==> src/rtl/sram_read_checker_pkg.sv <==
// Shared types and defaults for the SRAM read checker.
// SRAM_CHK_STOP_ON_ERR_EN adds the FAIL state (halt on first mismatch).
package sram_read_checker_pkg;

  localparam int ADDR_W_DEF = 18;
  localparam int DATA_W_DEF = 16;
  localparam int PAT_W_DEF  = 6;
  localparam int ERR_W      = 16;
  localparam logic [ERR_W-1:0] ERR_MAX = 16'hFFFF;

  typedef enum logic [2:0] {
    ST_IDLE,
    ST_ADDR,
    ST_WAIT,
    ST_SAMPLE,
    ST_CMP,
    ST_DONE
`ifdef SRAM_CHK_STOP_ON_ERR_EN
    , ST_FAIL
`endif
  } state_t;

endpackage

==> src/rtl/sram_read_checker_err_log.sv <==
// Saturating mismatch counter plus first-failure capture (address, read data, expected).
module sram_chk_err_log
  import sram_read_checker_pkg::*;
#(
  parameter int ADDR_W = ADDR_W_DEF,
  parameter int DATA_W = DATA_W_DEF
) (
  input  logic              clk,
  input  logic              clr,
  input  logic              clear,
  input  logic              mismatch,
  input  logic [ADDR_W-1:0] addr,
  input  logic [DATA_W-1:0] rd_data,
  input  logic [DATA_W-1:0] exp_data,
  output logic [ERR_W-1:0]  err_count,
  output logic              fail,
  output logic [ADDR_W-1:0] fail_addr,
  output logic [DATA_W-1:0] fail_data,
  output logic [DATA_W-1:0] fail_exp
);

  localparam logic [ERR_W-1:0] ERR_ONE = 1;

  function automatic logic [ERR_W-1:0] sat_inc(input logic [ERR_W-1:0] v);
    return (v == ERR_MAX) ? v : v + ERR_ONE;
  endfunction

  always_ff @(posedge clk) begin
    if (clr || clear) begin
      err_count <= '0;
      fail      <= 1'b0;
      fail_addr <= '0;
      fail_data <= '0;
      fail_exp  <= '0;
    end else if (mismatch) begin
      err_count <= sat_inc(err_count);
      // Only the first mismatch since start is recorded.
      if (!fail) begin
        fail      <= 1'b1;
        fail_addr <= addr;
        fail_data <= rd_data;
        fail_exp  <= exp_data;
      end
    end
  end

endmodule

==> config.mk <==
export PLATFORM = sky130hd
export DESIGN_NAME = sram_chk_err_log
export DESIGN_NICKNAME = d
export VERILOG_FILES = /design/src/rtl/sram_read_checker_pkg.sv /design/src/rtl/sram_read_checker_err_log.sv
export SDC_FILE = /design/constraint.sdc
export NUM_CORES = 1
export LEC_CHECK = 0
export CAP_MARGIN = 30
export CORE_ASPECT_RATIO = 1.1
export CORE_UTILIZATION = 37
export DETAILED_ROUTE_END_ITERATION = 8
export GPL_ROUTABILITY_DRIVEN = 0
export PLACE_DENSITY = 0.82
export RECOVER_POWER = 50
export SLEW_MARGIN = 20
export SYNTH_ARGS = -nofsm -noshare
export SYNTH_HDL_FRONTEND = slang
export SYNTH_SLANG_ARGS = --single-unit
==> constraint.sdc <==
create_clock -name clk -period 1.7 [get_ports clk]
set_input_delay 0.34 -clock clk [delete_from_list [all_inputs] [get_ports clk]]
set_output_delay 0.34 -clock clk [all_outputs]
set_load 0.05 [all_outputs]
==> Yosys cells after proc, flatten, opt, wreduce, memory -nomap -nowiden <==
Cells that the tools add are included.
{ "totals": {"ff_bits": 67, "input_bits": 54, "out_inout_bits": 67, "wordCells": 12} }
{ "op_classes": {"add_sub_neg": 1, "n_eq_ne": 1, "bitwise_logic": 2, "reduce_logical": 3} }
{ "ops": {"columns": ["op", "count"], "rows": [
  ["$add 16x1->16 const B", 1],
  ["$eq 16x16->1 const B", 1],
  ["$reduce_and 2->1", 2],
  ["$not 1->1", 2],
  ["$logic_or 1x1->1", 1]
]} }

==> Depth between registers and ports, before layout <==
Gate-level depths: netlist (run 1).
{ "depth": {"depth_word": 3, "mapped_depth": 6, "mapped_depth_nobuf": 5} }

==> Least setup slack after synthesis (run 1) <==
OpenSTA, ideal clock, no wires.
{ "synth_path": {"path_kind": "flip-flop to flip-flop", "start": "register err_count[2]", "end": "register err_count[13]", "setup_ps": 70, "arrival_ps": 1971, "required_ps": 1630, "path_slack_ps": -341, "path_stages_with_launch": 5, "period_less_slack_ps": 2041, "path_cell_list": "dfxtp_1 > nand3_2 > or4_4 > or4_1 > a21oi_1"} }
{ "synth_between": {"elab_chain_len": 3, "word_cells_on_any_way": 4, "classes_between": "add/sub (1); eq/ne (1); bitwise (1); reduce/logical (1)"} }
{ "synth_lines": {"columns": ["item", "line_no", "rtl"], "rows": [
  ["start: declaration", "sram_read_checker_err_log.sv:15", "output logic [ERR_W-1:0] err_count,"],
  ["start signal: assignment", "sram_read_checker_err_log.sv:36", "err_count <= sat_inc(err_count);"],
  ["branches (longest 3 deep; another with $add 16x1->16)", null, null]
]} }
Parallel ways; which one is timed is not known.
A chain may end at the register's enable or synchronous reset.

==> Final worst setup path (run 1) <==
{ "layout_path": {"start": "register err_count[15]", "end": "register err_count[1]"} }
{ "layout_between": {"elab_chain_len": 3} }
{ "layout_lines": {"columns": ["item", "line_no", "rtl"], "rows": [
  ["$eq 16x16->1", "sram_read_checker_err_log.sv:25", "return (v == ERR_MAX) ? v : v + ERR_ONE;"],
  ["$not 1->1 (no line)", null, null],
  ["$reduce_and 2->1 (no line)", null, null]
]} }
No other way between the ends.

==> results of run 1 <==
path summary, 6_finish.rpt:
check	startpoint	to	slack, ps
max	err_count[15]	err_count[1]	30
min	fail_data[3]	fail_data[3]	460
min reg2reg	fail_data[3]	fail_data[3]	460
max reg2reg	err_count[15]	err_count[1]	30
critical path: stages, from the launching register on:
cell and delay [ps]:
dfxtp_4 370, nand4_1 250, o41ai_4 490, buf_4 210, mux2i_1 180, nor2_1 50
kinds of logic after synthesis:
logic type      share of synthesized area
mux                              0.007775
simple gates                       0.2619
xor+xnor                         0.003402
flops                              0.5209
fa+ha+maj                        0.004858
compound gates                     0.1642
buf+inv                           0.03693
power breakdown:
part | leakage (uW) | internal (uW) | switching (uW)
Combinational | 0.000992 | 216 | 289
Clock | 0.000110 | 772 | 618
Sequential | 0.000555 | 1590 | 23.6
state kept, by name, indices dropped and copies added, names as in the netlist:
name,cells
err_count,16
fail_exp,16
fail_addr,18
fail,1
fail_data,16
layer usage:
metal  routed length, um  global-route usage  vias up
met2                3571              0.3644       87
met4                 143             0.09091        0
met3                 457             0.05918       15
met5                   0                   0        -
met1                2995              0.2070     1252
li1                    -                   -     1381
final cells by class:
class | instances | area (sq um) | share of cell area
Timing Repair Buffer | 159 | 1305 | 0.3094
Sequential cell | 67 | 1389 | 0.3293
Clock inverter | 5 | 56.30 | 0.01335
Clock buffer | 11 | 152.6 | 0.03619
Inverter | 3 | 11.26 | 0.002670
Multi-Input combinational cell | 229 | 1201 | 0.2848
Tap cell | 82 | 102.6 | 0.02433
per-stage QoR:
stage	setup slack [ps]	util
after floorplan	-2.556	-
after global placement	-377.3	0.5981
after detailed placement	-405.0	0.5981
after CTS	1.493	0.6324
after global routing	-67.80	0.6322
final	29.81	0.6322
layout by cell type (no fill, tap or decap), types with 2 or more instances in the layout:
cell type,count
nand2_1,104
buf_4,77
a21oi_1,58
dfxtp_1,51
clkdlybuf4s50_1,51
clkbuf_1,24
dfxtp_4,11
clkbuf_8,9
nor2_1,8
nand3_1,7
nand4_1,5
o21ai_0,5
o31ai_1,5
dfxtp_2,5
buf_12,5
or4_4,4
inv_1,3
or4_1,3
and3_1,3
or3_1,3
or2_2,2
mux2i_1,2
nor4_2,2
a21oi_2,2
or3_2,2
inv_4,2
repair_timing:
action	4_1_cts	5_1_grt
endpoints found under the setup margin	4	12
hold endpoints to repair	0	0
gates resized for setup	7	6
buffers inserted	1	8
pin swaps	5	7
==> flow_metrics.env, run 1 <==
export IMPL_cts_tree="done"
export IMPL_fmax_ghz=0.5987
export IMPL_hp_class="flop to flop"
export IMPL_antenna_found_initial=0
export IMPL_skew_ps=6.298
export IMPL_cts_clk_slew_worst_paths_ps=80
export IMPL_fin_crit_ps=1670
export IMPL_tns_ps=0
export IMPL_grt_usage=0.1989
export IMPL_grt_max_degree=39
export IMPL_slew_limit_headroom=0.5851
export IMPL_io_pins=121
export IMPL_start_util=0.3860
export IMPL_core_area_sq_um=6671
export IMPL_critPathRequiredTime_ps=1920
export IMPL_rsz0062_at_grt="yes"
export IMPL_synth_cell_type_count=32
export IMPL_clock_sinks=67
export IMPL_leakagePower_uw=0.001657
export IMPL_dp_cells=532
export IMPL_rows=31
export IMPL_cellPowerDensity_nw_per_um2=832.4
export IMPL_grt_pass1_vias=2652
export IMPL_die_y_um=89.50
export IMPL_whs_ps=455.4
export IMPL_ir_drop_v=0.0006171
export IMPL_vias=2735
export IMPL_hold_buffers=0
export IMPL_crit_type="flop to flop"
export IMPL_synth_top_cell_area_share=0.5209
export IMPL_setup_violations=0
export IMPL_fin_area_sq_um=4218
export IMPL_fillers=588
export IMPL_run_status="complete, no violations"
export IMPL_synth_cells=320
export IMPL_nNetsFinal=524
export IMPL_start_kind="flop"
export IMPL_synthArstFlopShare=0
export IMPL_htreeDepth=3
export IMPL_grt_pass1_wl_um=11140
export IMPL_synth_area_leader_cell="dfxtp_1"
export IMPL_arrival_ps=1890
export IMPL_synth_commonest_cells="nand2_1, dfxtp_1, a21oi_1, clkbuf_1"
export IMPL_whs_path_depth=2
export IMPL_end_kind="flop"
export IMPL_clock_root_buffer="clkbuf_8"
export IMPL_dr_pass1_iters=4
export IMPL_yosys_register_bits=67
export IMPL_yosysMostFrequentCell="nand2_1"
export IMPL_antenna_cells=0
export IMPL_drive_above_1_share=0.2806
export IMPL_ys_seq_area_frac=0.5209
export IMPL_yosysWarnings=0
export IMPL_syn_area_sq_um=2575
export IMPL_cts_made_buffers=9
export IMPL_synth_area_per_cell_sq_um=8.047
export IMPL_maxSlewViolCount=0
export IMPL_worstSkewPairLatency_ps=340
export IMPL_final_antenna_net_count=0
export IMPL_tightest_slew_ps=625.1
export IMPL_route_detailed_drc=0
export IMPL_die_area_sq_um=7297
export IMPL_grt_remaining_overflow=0
export IMPL_worstPathMaxFanout=5
export IMPL_syn_nets=375
export IMPL_drt_iter0_drc=139
export IMPL_reg2regPathDepth=5
export IMPL_syn_to_final_growth_pct=63.80
export IMPL_synth_edff_count=0
export IMPL_layout_cells_non_filler=556
export IMPL_routed_wl_um=7167
export IMPL_hold_viol=0
export IMPL_hpwl_um=5117
export IMPL_synth_main_ff_cell="dfxtp_1"
export IMPL_vias_per_cell=4.919
export IMPL_cts_max_path_buffers=2
export IMPL_synth_area_leaders="dfxtp_1, nand2_1, a21oi_1"
export IMPL_post_dp_cell_area_sq_um=3990
export IMPL_die_w_um=81.54
export IMPL_io_buffer_count=120
export IMPL_wl_per_cell_um=12.89
export IMPL_power_total_uw=3511
export IMPL_maxCapViolCount=0
export IMPL_fin_crit_sh=0.9825
(Power assumes the default switching activity.)
==> run 2: changes to the inputs <==
--- a/config.mk
+++ b/config.mk
@@ -5,11 +5,13 @@
 export SDC_FILE = /design/constraint.sdc
 export NUM_CORES = 1
 export LEC_CHECK = 0
+export ABC_CLOCK_PERIOD_IN_PS = 1700
 export CAP_MARGIN = 30
 export CORE_ASPECT_RATIO = 1.1
 export CORE_UTILIZATION = 37
 export DETAILED_ROUTE_END_ITERATION = 8
 export GPL_ROUTABILITY_DRIVEN = 0
+export GPL_TIMING_DRIVEN = 0
 export PLACE_DENSITY = 0.82
 export RECOVER_POWER = 50
 export SLEW_MARGIN = 20
==> run 2 against run 1 <==
Register-to-register slack worse by 20 ps. Global-route usage is 0.32 points lower. Sequential cell count stayed put. Total power is 2.3% higher. Clock power is 8% higher. Sequential power hardly changed. Combinational power is 5.1% lower. First-iteration DRC count is 32% lower.
==> flow_metrics.env, run 2 (same netlist as run 1, synthesis figures left out) <==
export IMPL_regMostFlops="fail_addr"
export IMPL_worstPathMaxFanout=8
export IMPL_start_util=0.3860
export IMPL_grt_remaining_overflow=0
export IMPL_worstSkewPairLatency_ps=330
export IMPL_vias_per_cell=4.928
export IMPL_slew_limit_headroom=0.6340
export IMPL_final_antenna_net_count=0
export IMPL_clock_root_buffer="clkbuf_8"
export IMPL_io_buffer_count=119
export IMPL_drive_above_1_share=0.1404
export IMPL_cts_clk_slew_worst_paths_ps=80
export IMPL_nNetsFinal=513
export IMPL_grt_usage=0.1957
export IMPL_min_from="mismatch"
export IMPL_cellPowerDensity_nw_per_um2=851.9
export IMPL_htreeDepth=3
export IMPL_layout_commonest_cell="nand2_1"
export IMPL_critPathRequiredTime_ps=1910
export IMPL_arrival_ps=1910
export IMPL_hold_viol=0
export IMPL_fin_area_sq_um=4218
export IMPL_r2r_start="err_count[0]"
export IMPL_end_kind="flop"
export IMPL_hpwl_um=5085
export IMPL_fmax_ghz=0.5902
export IMPL_leakagePower_uw=0.001804
export IMPL_cts_max_path_buffers=2
export IMPL_critPathLaunch="err_count[0]"
export IMPL_ir_drop_v=0.0005316
export IMPL_rsz0062_at_grt="yes"
export IMPL_clock_sinks=67
export IMPL_io_pins=121
export IMPL_die_w_um=81.54
export IMPL_wl_per_cell_um=13.24
export IMPL_hp_class="input pin to flop"
export IMPL_reg2reg_slack_ps=6
export IMPL_cts_tree="done"
export IMPL_dr_pass1_iters=4
export IMPL_antenna_found_initial=0
export IMPL_routed_wl_um=7216
export IMPL_route_detailed_drc=0
export IMPL_cts_made_buffers=9
export IMPL_syn_to_final_growth_pct=63.80
export IMPL_rows=31
export IMPL_vias=2686
export IMPL_largest_register_ffs=18
export IMPL_die_y_um=89.50
export IMPL_fin_crit_ps=1694
export IMPL_grt_pass1_wl_um=10900
export IMPL_run_status="complete, no violations"
export IMPL_start_kind="flop"
export IMPL_power_total_uw=3593
export IMPL_maxCapViolCount=0
export IMPL_core_area_sq_um=6671
export IMPL_drt_iter0_drc=95
export IMPL_setup_violations=0
export IMPL_final_cell_mix="nand2_1, dlygate4sd2_1, a21oi_1"
export IMPL_die_area_sq_um=7297
export IMPL_grt_max_degree=13
export IMPL_antenna_cells=0
export IMPL_skew_ps=11.77
export IMPL_maxSlewViolCount=0
export IMPL_grt_pass1_vias=2486
export IMPL_tightest_slew_ps=549.0
export IMPL_post_dp_cell_area_sq_um=3929
export IMPL_crit_type="flop to flop"
export IMPL_fin_crit_sh=0.9967
==> run 2: cell types whose count changed in the layout (fill, tap and decap cells not counted), moves of 2 or more <==
cell / before / now
a21oi_1: 58 / 56
a21oi_2: 2 / 4
buf_12: 5 / 0
buf_4: 77 / 10
clkbuf_1: 24 / 16
clkbuf_2: 0 / 2
clkdlybuf4s15_1: 0 / 2
dlygate4sd2_1: 1 / 65
inv_4: 2 / 0
nor4_2: 2 / 0
==> run 2: timing repair <==
item | CTS | global route
pin swaps | 4 | 8
hold buffers | 0 | 0
buffers inserted | 2 | 6
gates cloned | 0 | 1
endpoints found under the setup margin | 75 | 43
gates resized for setup | 71 | 20
==> run 2: metal layers <==
metal / track usage / wire length, um / part of all wire
met5: 0 / 0 / 0
met4: 0.08604 / 82 / 0.011
met3: 0.06837 / 604 / 0.084
met2: 0.3333 / 3505 / 0.49
met1: 0.2195 / 3023 / 0.42
==> run 2: area by class of cell <==
class / instances / area [sq um]
buffer: 20 / 88.84
clock buffer: 12 / 187.7
clock inverter: 4 / 51.30
fill: 590 / 2454
inverter: 3 / 11.26
multi-input combinational: 229 / 1207
sequential: 67 / 1391
tap: 82 / 102.6
timing repair buffer: 128 / 1177
==> run 2: metrics by stage <==
step	setup WS [ps]	setup TNS (ps)	hold WS [ps]	util	instances
5_1_grt	-113.6	-427.3	343.1	0.6322	545
2_1_floorplan	-2.556	-6.625	476.0	-	320
3_5_place_dp	-349.2	-13800	447.7	0.5889	521
4_1_cts	5.750	0	306.3	0.6182	539
3_3_place_gp	-311.9	-12500	440.4	0.5889	521
6_report	5.543	0	318.9	0.6322	545
==> run 2: power breakdown <==
group / internal [uW] / switching (uW) / total (uW)
clock network: 899 / 604 / 1500
registers: 1590 / 20.8 / 1610
logic: 190 / 289 / 480
==> run 2: final timing paths <==
check | endpoint | cells past startpoint
setup / recovery | err_count[1] | 6
hold / removal | fail | 3
setup reg to reg | err_count[1] | 6
hold reg to reg | fail_addr[6] | 2
==> run 2: critical path: stages, from the launching register on <==
cell	delay (ps)
dfxtp_4	390
ha_4	160
nand4_1	210
o41ai_4	380
buf_4	210
mux2i_1	180
nor2_1	40
